==> config.mk <==
export PLATFORM = sky130hd
export DESIGN_NAME = r2sdf_last_stage
export DESIGN_NICKNAME = d
export VERILOG_FILES = /design/src/rtl/fft_pkg.sv /design/src/rtl/sdf_delay_line.sv /design/src/rtl/r2sdf_last_stage.sv
export SDC_FILE = /design/constraint.sdc
export NUM_CORES = 1
export LEC_CHECK = 0
export ABC_CLOCK_PERIOD_IN_PS = 3100
export CAP_MARGIN = 10
export CORE_UTILIZATION = 50
export CTS_BUF_LIST = sky130_fd_sc_hd__clkbuf_4 sky130_fd_sc_hd__clkbuf_8
export CTS_CLUSTER_DIAMETER = 100
export DETAILED_ROUTE_END_ITERATION = 10
export GPL_ROUTABILITY_DRIVEN = 1
export PLACE_DENSITY_LB_ADDON = 0.1
export REMOVE_ABC_BUFFERS = 1
export SYNTH_ARGS = -nofsm -noshare
export SYNTH_HDL_FRONTEND = slang
export SYNTH_HIERARCHICAL = 1
export SYNTH_SLANG_ARGS = --single-unit
==> constraint.sdc <==
create_clock -name clk -period 3.1 [get_ports clk]
set_input_delay 0.31 -clock clk [delete_from_list [all_inputs] [get_ports clk]]
set_output_delay 0.31 -clock clk [all_outputs]
set_load 0.005 [all_outputs]
==> src/rtl/fft_pkg.sv <==
// rtl/fft_pkg.sv - shared FFT pipeline constants and complex sample type
package fft_pkg;
    localparam int FFT_N     = 32;
    localparam int FFT_LOG2N = 5;
    localparam int SAMPLE_W  = 16;
    localparam int OUT_W     = 17;

    typedef struct packed {
        logic signed [OUT_W-1:0] re;
        logic signed [OUT_W-1:0] im;
    } cplx_t;
endpackage

==> src/rtl/sdf_delay_line.sv <==
// rtl/sdf_delay_line.sv - enabled shift-register delay line, head read combinationally
module sdf_delay_line #(
    parameter int DEPTH = 1,
    parameter int W     = 34
) (
    input  logic         clk,
    input  logic         rst,
    input  logic         en,
    input  logic [W-1:0] din,
    output logic [W-1:0] head
);
    logic [W-1:0] mem [DEPTH];

    always_ff @(posedge clk or posedge rst) begin
        if (rst) begin
            for (int k = 0; k < DEPTH; k++) mem[k] <= '0;
        end else if (en) begin
            mem[0] <= din;
            for (int k = 1; k < DEPTH; k++) mem[k] <= mem[k-1];
        end
    end

    assign head = mem[DEPTH-1];
endmodule

==> src/rtl/r2sdf_last_stage.sv <==
// rtl/r2sdf_last_stage.sv - final unity-twiddle R2SDF butterfly feeding the bit-reversal sorter
module r2sdf_last_stage
    import fft_pkg::*;
#(
    parameter int IN_W      = SAMPLE_W,
    parameter int DELAY     = 1,
    parameter int FRAME_LEN = FFT_N
) (
    input  logic                   clk,
    input  logic                   rst,
    input  logic                   in_valid,
    input  logic signed [IN_W-1:0] in_r,
    input  logic signed [IN_W-1:0] in_i,
    output logic                   out_valid,
    output logic signed [IN_W:0]   out_r,
    output logic signed [IN_W:0]   out_i,
    output logic                   out_sof,
    output logic                   start_sorting
);
    localparam int OW    = IN_W + 1;
    localparam int PH_W  = $clog2(2 * DELAY);
    localparam int IDX_W = $clog2(FRAME_LEN);

    logic [PH_W-1:0]  ph;
    logic [IDX_W-1:0] idx;
    logic             primed;
    logic             phase_b;
    logic             emit;

    logic signed [OW-1:0] x_r, x_i, fb_r, fb_i;
    logic signed [OW-1:0] sum_r, sum_i, diff_r, diff_i;
    logic signed [OW-1:0] cand_r, cand_i;
    logic [2*OW-1:0]      head, push;

    assign x_r = {in_r[IN_W-1], in_r};
    assign x_i = {in_i[IN_W-1], in_i};
    assign fb_r = head[2*OW-1:OW];
    assign fb_i = head[OW-1:0];

    assign sum_r  = fb_r + x_r;
    assign sum_i  = fb_i + x_i;
    assign diff_r = fb_r - x_r;
    assign diff_i = fb_i - x_i;

    assign phase_b = (ph >= PH_W'(DELAY));
    assign push    = phase_b ? {diff_r, diff_i} : {x_r, x_i};
    assign cand_r  = phase_b ? sum_r : fb_r;
    assign cand_i  = phase_b ? sum_i : fb_i;
    // Phase-A candidates are stale zeros until the first difference has been stored.
    assign emit    = in_valid && (primed || phase_b);

    sdf_delay_line #(.DEPTH(DELAY), .W(2*OW)) u_delay (
        .clk  (clk),
        .rst  (rst),
        .en   (in_valid),
        .din  (push),
        .head (head)
    );

    always_ff @(posedge clk or posedge rst) begin
        if (rst) begin
            ph            <= '0;
            idx           <= '0;
            primed        <= 1'b0;
            out_valid     <= 1'b0;
            out_r         <= '0;
            out_i         <= '0;
            out_sof       <= 1'b0;
            start_sorting <= 1'b0;
        end else begin
            out_valid <= emit;
            out_sof   <= emit && (idx == '0);
            if (in_valid) begin
                ph <= ph + 1'b1;
                if (phase_b) primed <= 1'b1;
            end
            if (emit) begin
                out_r         <= cand_r;
                out_i         <= cand_i;
                start_sorting <= 1'b1;
                idx           <= (idx == IDX_W'(FRAME_LEN - 1)) ? '0 : idx + 1'b1;
            end
        end
    end
endmodule

==> flow_summary.json, run 1 <==
{
  "outcome": "finished, final reports clean",
  "placedInstanceArea_um2": 8180,
  "rows": 43,
  "critPathLaunchType": "register",
  "cts_tree": "built",
  "area_growth_pct": 17.81,
  "yosysSeqAreaShare_pct": 27.35,
  "synth_edf_count": 0,
  "cap_viol_max_count": 0,
  "grt_max_degree": 48,
  "peakVddDrop_mv": 0.4780,
  "crit_type": "reg2reg",
  "cp-startpoint": "u_delay/head[0]",
  "reg2reg_to": "u_delay/head[16]",
  "clkLatencyLatePin_ns": 0.38,
  "synthFlopType": "dfrtp_1",
  "r2r_setup_slack_ns": 0.29,
  "critPathBufInv": 1,
  "diodes": 0,
  "vias": 6449,
  "post_drt_wl_per_cell_um": 16.59,
  "die_x_um": 121.5,
  "drc": 0,
  "clockBufferDepth": 2,
  "synth_area_um2": 7137,
  "drt_iter0_drc": 432,
  "cts_setup_buffers": 0,
  "dp_cells": 1095,
  "powerDensity_nw_per_um2": 1052,
  "clkTransAtPathRegs_ns": 0.09,
  "relSlewSlack_pct": 54.01,
  "synthArstFlopShare_pct": 100.0,
  "die_h_um": 121.5,
  "antenna_found_initial": 0,
  "numPortBuffers": 71,
  "cp_slowest_cell": "a2111oi_0",
  "place_congestion": 0.8801,
  "dp_hpwl_um": 13770,
  "cp-end-kind": "register",
  "io_pins": 72,
  "vias_per_cell": 5.805,
  "die-area_um2": 14760,
  "firstDrtPassIters": 5,
  "critPathRequiredTime_ns": 3.36,
  "numCtsBuffers": 9,
  "finalNetCount": 1032,
  "p_leak_nw": 3.875,
  "cp_cell_sequence": "inv_1, ha_1, fa_1, nand2b_1, a21oi_1, o211a_1, o21ai_1, a2111oi_0, a211oi_1, xnor2_1, mux2_4",
  "synth_cell_types": 67,
  "min_path_type": "in2async",
  "track_usage_pct": 26.15,
  "wl_um": 18440,
  "grt_pass1_vias": 6239,
  "setup-violations-final": 0,
  "clock_sink_count": 78,
  "cts-htree-levels": 3,
  "path_max_fanout": 4,
  "rr_worst_depth": 11,
  "tightest_slew_ns": 0.6899,
  "drive_above_1_share_pct": 11.49,
  "grt_pass1_wl_um": 30260,
  "crit_family": "compound AO/OA/AOI/OAI gates",
  "final_cell_mix": "dfrtp_1, o21ai_0, clkdlybuf4s50_1",
  "synth_warnings": 6,
  "syn_inst": 844,
  "slowest_delay_ns": 0.43,
  "coreArea_um2": 13880,
  "fin_cells": 1111,
  "avgSynthCellArea_um2": 8.456,
  "fin_crit_ns": 2.809,
  "clock_skew_ns": 0.007875,
  "arrival_ns": 3.07,
  "final_area_um2": 8408,
  "final_max_slew_viol_count": 0,
  "clock-root-buffer": "clkbuf_8",
  "timing.rr.start": "u_delay/head[0]",
  "detail-route-antenna-nets": 0,
  "n_fill_cell": 1267,
  "fmax_mhz": 356.0,
  "ctsHoldBuffers": 0,
  "initial_core_util_pct": 51.42,
  "grt_setup_unrepaired": "false",
  "period_share_pct": 90.61,
  "cts_resized": 0,
  "grt_overflow": 0,
  "hold_viol": 0,
  "ys_seq_elements": 78,
  "p_total_mw": 8.844,
  "final_common_cell": "dfrtp_1"
}
## metrics by stage
| step | util [%] | setup TNS [ns] | worst slack, ns | hold slack (ns) |
|---|---|---|---|---|
| 2_1_floorplan | - | -63.70 | -2.187 | 0.3948 |
| 3_3_place_gp | 58.93 | -0.04115 | -0.04115 | 0.4483 |
| 3_5_place_dp | 58.93 | -0.09266 | -0.06188 | 0.4529 |
| 4_1_cts | 60.57 | 0 | 0.2895 | 0.2581 |
| 5_1_grt | 60.57 | 0 | 0.06495 | 0.2981 |
| 6_report | 60.57 | 0 | 0.2911 | 0.2623 |
## worst max path at each step
stage,end,depth (start not counted),slack [ns]
after floorplan,out_i[11],5,-2.19
after global placement,u_delay/head[16],11,-0.04
after detailed placement,u_delay/head[16],11,-0.06
after CTS,u_delay/head[16],11,0.29
after global routing,u_delay/head[16],11,0.06
final,u_delay/head[16],11,0.29
## registers in the layout (all words and copies together) (netlist names)
| name | cells |
|---|---|
| primed | 1 |
| out_r | 17 |
| out_i | 17 |
| start_sorting | 1 |
| ph | 1 |
| idx | 5 |
| out_valid | 1 |
| u_delay/head | 34 |
| out_sof | 1 |
## cell families (layout without fill, tap and decap cells)
| logic type | Yosys count | count (layout) | synth area share, % |
|---|---|---|---|
| AND/OR/NAND/NOR | 247 | 247 | 16.95 |
| AO/OA/AOI/OAI | 246 | 246 | 21.88 |
| buffers and inverters | 113 | 200 | 6.855 |
| flip-flops | 78 | 78 | 27.35 |
| adder cells (fa/ha/maj) | 71 | 71 | 12.87 |
| multiplexers | 55 | 55 | 9.923 |
| XOR/XNOR | 34 | 34 | 4.172 |
## power by group
group / internal [mW] / switching (mW) / leakage, nW / total, mW
clock network: 0.463 / 0.437 / 0.114 / 0.900
logic: 2.93 / 3.03 / 2.84 / 5.95
registers: 1.51 / 0.480 / 0.920 / 1.99
total: 4.90 / 3.94 / 3.88 / 8.84
## synth_stat cells (8+ instances only)
| cell type | n | share of area (%) |
|---|---|---|
| a21oi_1 | 56 | 3.9 |
| mux2_4 | 30 | 6.3 |
| o21a_1 | 10 | 1.1 |
| inv_1 | 68 | 3.6 |
| nand2_1 | 61 | 3.2 |
| xnor2_1 | 23 | 2.8 |
| nor2_1 | 58 | 3.1 |
| o21ai_0 | 76 | 5.3 |
| nand2b_1 | 22 | 1.9 |
| mux2i_1 | 19 | 2.7 |
| o22ai_1 | 8 | 0.70 |
| o21ai_1 | 8 | 0.56 |
| o21bai_1 | 9 | 0.95 |
| ha_1 | 67 | 12 |
| a21o_1 | 16 | 1.7 |
| or3_1 | 15 | 1.3 |
| nor2b_1 | 15 | 1.3 |
| clkbuf_1 | 29 | 1.5 |
| xor2_1 | 11 | 1.3 |
| dfrtp_1 | 78 | 27 |
| nor3_1 | 20 | 1.4 |
| a31oi_1 | 11 | 0.96 |
| nand3_1 | 27 | 1.9 |
## area by class of cell
type | instances | area [µm²] | share of cell area (%)
multi-input cells | 653 | 4707 | 55.98
flip-flops and latches | 78 | 1953 | 23.23
repair buffers | 115 | 1036 | 12.32
inverters | 69 | 259.0 | 3.080
well taps | 180 | 225.2 | 2.679
clock buffers | 9 | 123.9 | 1.473
clock inverters | 7 | 103.9 | 1.235
## routing by layer
layer	GRT usage (%)	share of wire, %	routed length [µm]	up-vias
met3	4.558	3.6	671	24
met1	32.82	45	8252	3130
met5	0	0	0	-
met2	45.74	50	9252	142
met4	7.176	1.4	260	0
li1	-	-	-	3153
Note: power is estimated with default switching activity, not from simulation.
==> inputs of run 2 (changes only) <==
CORE_UTILIZATION = 44   (was 50)
==> run 2 against run 1 <==
Net effect:
- fmax up 0.38%
- critical path type unchanged
- clock skew up 0.0024 ns
- global-route usage down 1.6 points
- final area up 0.91%
- via count down 1.1%
- non-clock buffer count up 5
- die area up 13%
- sequential share of layout area down 0.21 points
- largest power group unchanged
- sequential power about the same
- first-iteration DRC count down 27%
- final cell count up 3.7%
- critical path depth unchanged
==> flow_summary.json, run 2 (synthesis results as in run 1) <==
{
  "antenna_found_initial": 0,
  "crit_family": "compound AO/OA/AOI/OAI gates",
  "path_max_fanout": 4,
  "fmax_mhz": 357.4,
  "grt_pass1_wl_um": 32120,
  "hold_viol": 0,
  "clock_sink_count": 78,
  "numCtsBuffers": 9,
  "fin_cells": 1152,
  "die-area_um2": 16730,
  "period_share_pct": 90.26,
  "critPathRequiredTime_ns": 3.37,
  "wl_um": 19470,
  "io_pins": 72,
  "cp-end-kind": "register",
  "critPathLaunchType": "register",
  "numPortBuffers": 71,
  "tightest_slew_ns": 0.6590,
  "coreArea_um2": 15890,
  "cts_resized": 0,
  "timing.hold.ws_ns": 0.2923,
  "firstDrtPassIters": 5,
  "p_leak_nw": 3.891,
  "clkLatencyLatePin_ns": 0.38,
  "critPathBufInv": 1,
  "clock-root-buffer": "clkbuf_8",
  "largest_reg_flops": 34,
  "n_fill_cell": 1549,
  "place_congestion": 0.8777,
  "post_drt_wl_per_cell_um": 16.90,
  "drc": 0,
  "fin_crit_ns": 2.798,
  "grt_max_degree": 59,
  "drt_iter0_drc": 316,
  "final_cell_mix": "dfrtp_1, o21ai_0, clkdlybuf4s50_1",
  "cts-htree-levels": 3,
  "slowest_delay_ns": 0.41,
  "area_growth_pct": 18.88,
  "cap_viol_max_count": 0,
  "arrival_ns": 3.07,
  "rows": 46,
  "clock_skew_ns": 0.01030,
  "vias_per_cell": 5.539,
  "drive_above_1_share_pct": 11.97,
  "final_max_slew_viol_count": 0,
  "die_h_um": 129.4,
  "vias": 6381,
  "cts_setup_buffers": 0,
  "dp_hpwl_um": 14370,
  "fin_util_pct": 53.41,
  "detail-route-antenna-nets": 0,
  "dp_cells": 1136,
  "outcome": "finished, final reports clean",
  "crit_type": "reg2reg",
  "track_usage_pct": 24.57,
  "relSlewSlack_pct": 56.07,
  "cts_tree": "built",
  "cp_slowest_cell": "fa_1",
  "powerDensity_nw_per_um2": 1047,
  "grt_pass1_vias": 6467,
  "grt_setup_unrepaired": "false",
  "ctsHoldBuffers": 0,
  "diodes": 0,
  "cp_cell_sequence": "inv_1, ha_1, fa_1, nand2b_1, a21oi_1, o211a_1, o21ai_1, a2111oi_0, a211oi_1, xnor2_1, mux2_4",
  "peakVddDrop_mv": 0.4904,
  "final_common_cell": "dfrtp_1",
  "clkTransAtPathRegs_ns": 0.09,
  "grt_overflow": 0,
  "die_x_um": 129.4,
  "initial_core_util_pct": 44.93,
  "setup-violations-final": 0,
  "min_path_type": "in2async",
  "finalNetCount": 1037,
  "clockBufferDepth": 2
}
==> run 2: changes by cell type in the layout (fill, tap and decap cells not counted) <==
cell / change
clkinvlp_4: +2
inv_6: -1
buf_4: +5
clkinv_4: -2
clkinv_2: +1
==> run 2: report_power, final <==
part	leakage, nW	internal, mW	switching [mW]	total [mW]
Sequential	0.920	1.51	0.458	1.97
Combinational	2.86	2.93	3.08	6.01
Clock	0.106	0.457	0.454	0.910
==> run 2: metal layers <==
| metal | share of wire [%] | GRT usage (%) | vias to the layer above |
|---|---|---|---|
| met5 | 0 | 0 | - |
| met4 | 2.1 | 9.135 | 0 |
| met3 | 3.2 | 2.353 | 27 |
| met2 | 48 | 42.00 | 128 |
| met1 | 46 | 32.15 | 3073 |
| li1 | - | - | 3153 |
==> run 2: per-stage QoR <==
stage / total power [mW] / setup WS [ns] / TNS [ns] / area (µm²)
2_1_floorplan: 5.991 / -2.187 / -63.70 / 6907
3_3_place_gp: 7.837 / -0.03353 / -0.03625 / 8263
3_5_place_dp: 7.937 / -0.04649 / -0.07029 / 8263
4_1_cts: 8.897 / 0.2923 / 0 / 8484
5_1_grt: 9.680 / 0.004667 / 0 / 8484
6_report: 8.886 / 0.3018 / 0 / 8484
==> run 2: final timing paths <==
check / startpoint / endpoint / slack [ns] / cells after the start
setup / recovery: u_delay/head[0] / u_delay/head[16] / 0.30 / 11
hold reg to reg: start_sorting / start_sorting / 0.47 / 1
hold / removal: rst / out_i[0] / 0.29 / 2
setup reg to reg: u_delay/head[0] / u_delay/head[16] / 0.30 / 11
min in group clk: start_sorting / start_sorting / 0.47 / 1
max in group asynchronous: rst / ph / 2.16 / 3
==> run 2: area by class of cell <==
type                            instances  area, µm²  area share, %
Multi-Input combinational cell        653       4707          55.48
Inverter                               69      259.0          3.053
Clock buffer                            9      123.9          1.460
Timing Repair Buffer                  120       1074          12.65
Sequential cell                        78       1953          23.02
Tap cell                              216      270.3          3.185
Clock inverter                          7      97.59          1.150
==> inputs of run 3 (changes only) <==
--- a/config.mk
+++ b/config.mk
@@ -9,3 +9,3 @@
 export CAP_MARGIN = 10
-export CORE_UTILIZATION = 44
+export CORE_UTILIZATION = 55
 export CTS_BUF_LIST = sky130_fd_sc_hd__clkbuf_4 sky130_fd_sc_hd__clkbuf_8
@@ -16,2 +16,3 @@
 export REMOVE_ABC_BUFFERS = 1
+export SKIP_LAST_GASP = 1
 export SYNTH_ARGS = -nofsm -noshare
--- a/constraint.sdc
+++ b/constraint.sdc
@@ -3,2 +3,2 @@
 set_output_delay 0.31 -clock clk [all_outputs]
-set_load 0.005 [all_outputs]
+set_load 0.01 [all_outputs]
==> run 3 against run 2 <==
Net effect:
- routed wire length decreased by 5.4%
- final cell count decreased by 4.1%
- critical path depth unchanged
- combinational power increased by 1%
- count of clock-buffer cells in the layout unchanged
- utilization increased by 13 points
- hold slack improved by 0.012 ns
- worst setup slack got worse by 0.047 ns
- sequential power about the same
- first-iteration DRC count increased by 3.2%
- global-route usage increased by 4.5 points
- final area decreased by 1.0%
- critical path type unchanged
- critical endpoint unchanged
==> flow_summary.json, run 3 (synthesis results as in run 1) <==
{
  "outcome": "finished, final reports clean",
  "final_area_um2": 8398,
  "critPathLaunchType": "register",
  "die_h_um": 115.9,
  "vias_per_cell": 5.853,
  "setup_ws_ns": 0.2549,
  "clock_skew_ns": 0.01872,
  "cts_setup_buffers": 0,
  "die_x_um": 115.9,
  "dp_cells": 1089,
  "area_growth_pct": 17.67,
  "ctsHoldBuffers": 0,
  "numPortBuffers": 71,
  "coreArea_um2": 12620,
  "grt_setup_unrepaired": "false",
  "clockBufferDepth": 2,
  "finalNetCount": 1034,
  "final_max_slew_viol_count": 0,
  "arrival_ns": 3.12,
  "setup-violations-final": 0,
  "cts_tree": "built",
  "timing.rr.start": "u_delay/head[0]",
  "grt_overflow": 0,
  "min_path_type": "in2async",
  "firstDrtPassIters": 5,
  "cts_resized": 0,
  "grt_pass1_wl_um": 30460,
  "cts-htree-levels": 3,
  "numCtsBuffers": 9,
  "timing.hold.ws_ns": 0.3045,
  "p_total_mw": 8.926,
  "crit_type": "reg2reg",
  "largest_reg_flops": 34,
  "peakVddDrop_mv": 0.4937,
  "tns_ns": 0,
  "place_congestion": 0.8855,
  "r2r_setup_slack_ns": 0.25,
  "track_usage_pct": 29.10,
  "fmax_mhz": 351.5,
  "clock_sink_count": 78,
  "diodes": 0,
  "period_share_pct": 91.78,
  "place_ws_ns": -0.04894,
  "post_drt_wl_per_cell_um": 16.67,
  "grt_pass1_vias": 6383,
  "critPathRequiredTime_ns": 3.38,
  "tightest_slew_ns": 0.6700,
  "cp-end-kind": "register",
  "initial_core_util_pct": 56.55,
  "final_common_cell": "dfrtp_1",
  "fin_crit_ns": 2.845,
  "fin_cells": 1105,
  "drive_above_1_share_pct": 11.68,
  "powerDensity_nw_per_um2": 1063,
  "antenna_found_initial": 0,
  "rr_worst_depth": 11,
  "p_leak_nw": 3.883,
  "drt_iter0_drc": 326,
  "clkTransAtPathRegs_ns": 0.10,
  "placedInstanceArea_um2": 8185,
  "wl_um": 18420,
  "final_cell_mix": "dfrtp_1, o21ai_0, clkdlybuf4s50_1",
  "die-area_um2": 13440,
  "vias": 6468,
  "clock-root-buffer": "clkbuf_8",
  "io_pins": 72,
  "cap_viol_max_count": 0,
  "relSlewSlack_pct": 55.33,
  "path_max_fanout": 4,
  "fin_util_pct": 66.55,
  "dp_hpwl_um": 13670,
  "drc": 0,
  "detail-route-antenna-nets": 0,
  "rows": 41,
  "hold_viol": 0,
  "grt_max_degree": 59,
  "clkLatencyLatePin_ns": 0.38,
  "reg2reg_to": "u_delay/head[16]"
}
run 3: changes by cell type in the layout (fill, tap and decap cells not counted), sizes merged:
| cell | change |
|---|---|
| clkinv | +3 |
| buf | -3 |
| inv | -1 |
| clkinvlp | -2 |
run 3: where the power goes:
part | internal [mW] | leakage [nW] | switching [mW]
Combinational | 2.95 | 2.85 | 3.13
Sequential | 1.51 | 0.920 | 0.480
Clock | 0.449 | 0.113 | 0.411
Total | 4.91 | 3.88 | 4.02
run 3: layout make-up:
| cell class | instances | area [µm²] |
|---|---|---|
| flip-flops and latches | 78 | 1953 |
| fillers | 1110 | 4222 |
| repair buffers | 117 | 1051 |
| clock buffers | 9 | 123.9 |
| inverters | 69 | 259.0 |
| multi-input cells | 653 | 4707 |
| clock inverters | 7 | 88.84 |
| well taps | 172 | 215.2 |
run 3: critical path: stages (launching register included):
cell	delay, ns
dfrtp_1	0.41
inv_1	0.06
ha_1	0.21
fa_1	0.41
nand2b_1	0.20
a21oi_1	0.18
o211a_1	0.20
o21ai_1	0.11
a2111oi_0	0.44
a211oi_1	0.12
xnor2_1	0.15
mux2_4	0.26
run 3: per-layer routing:
metal | track usage (%) | share of wire [%]
met1 | 35.29 | 44
met2 | 51.87 | 50
met3 | 5.492 | 4.3
met4 | 9.231 | 1.4
met5 | 0 | 0
run 3: worst max-delay path by stage:
stage                               start                to  cells past startpoint
after floorplan                        ph         out_i[11]                      5
after global placement            in_r[1]  u_delay/head[30]                     12
after detailed placement          in_i[0]  u_delay/head[16]                     11
after CTS                 u_delay/head[0]  u_delay/head[16]                     11
after global routing      u_delay/head[0]  u_delay/head[16]                     11
final                     u_delay/head[0]  u_delay/head[16]                     11
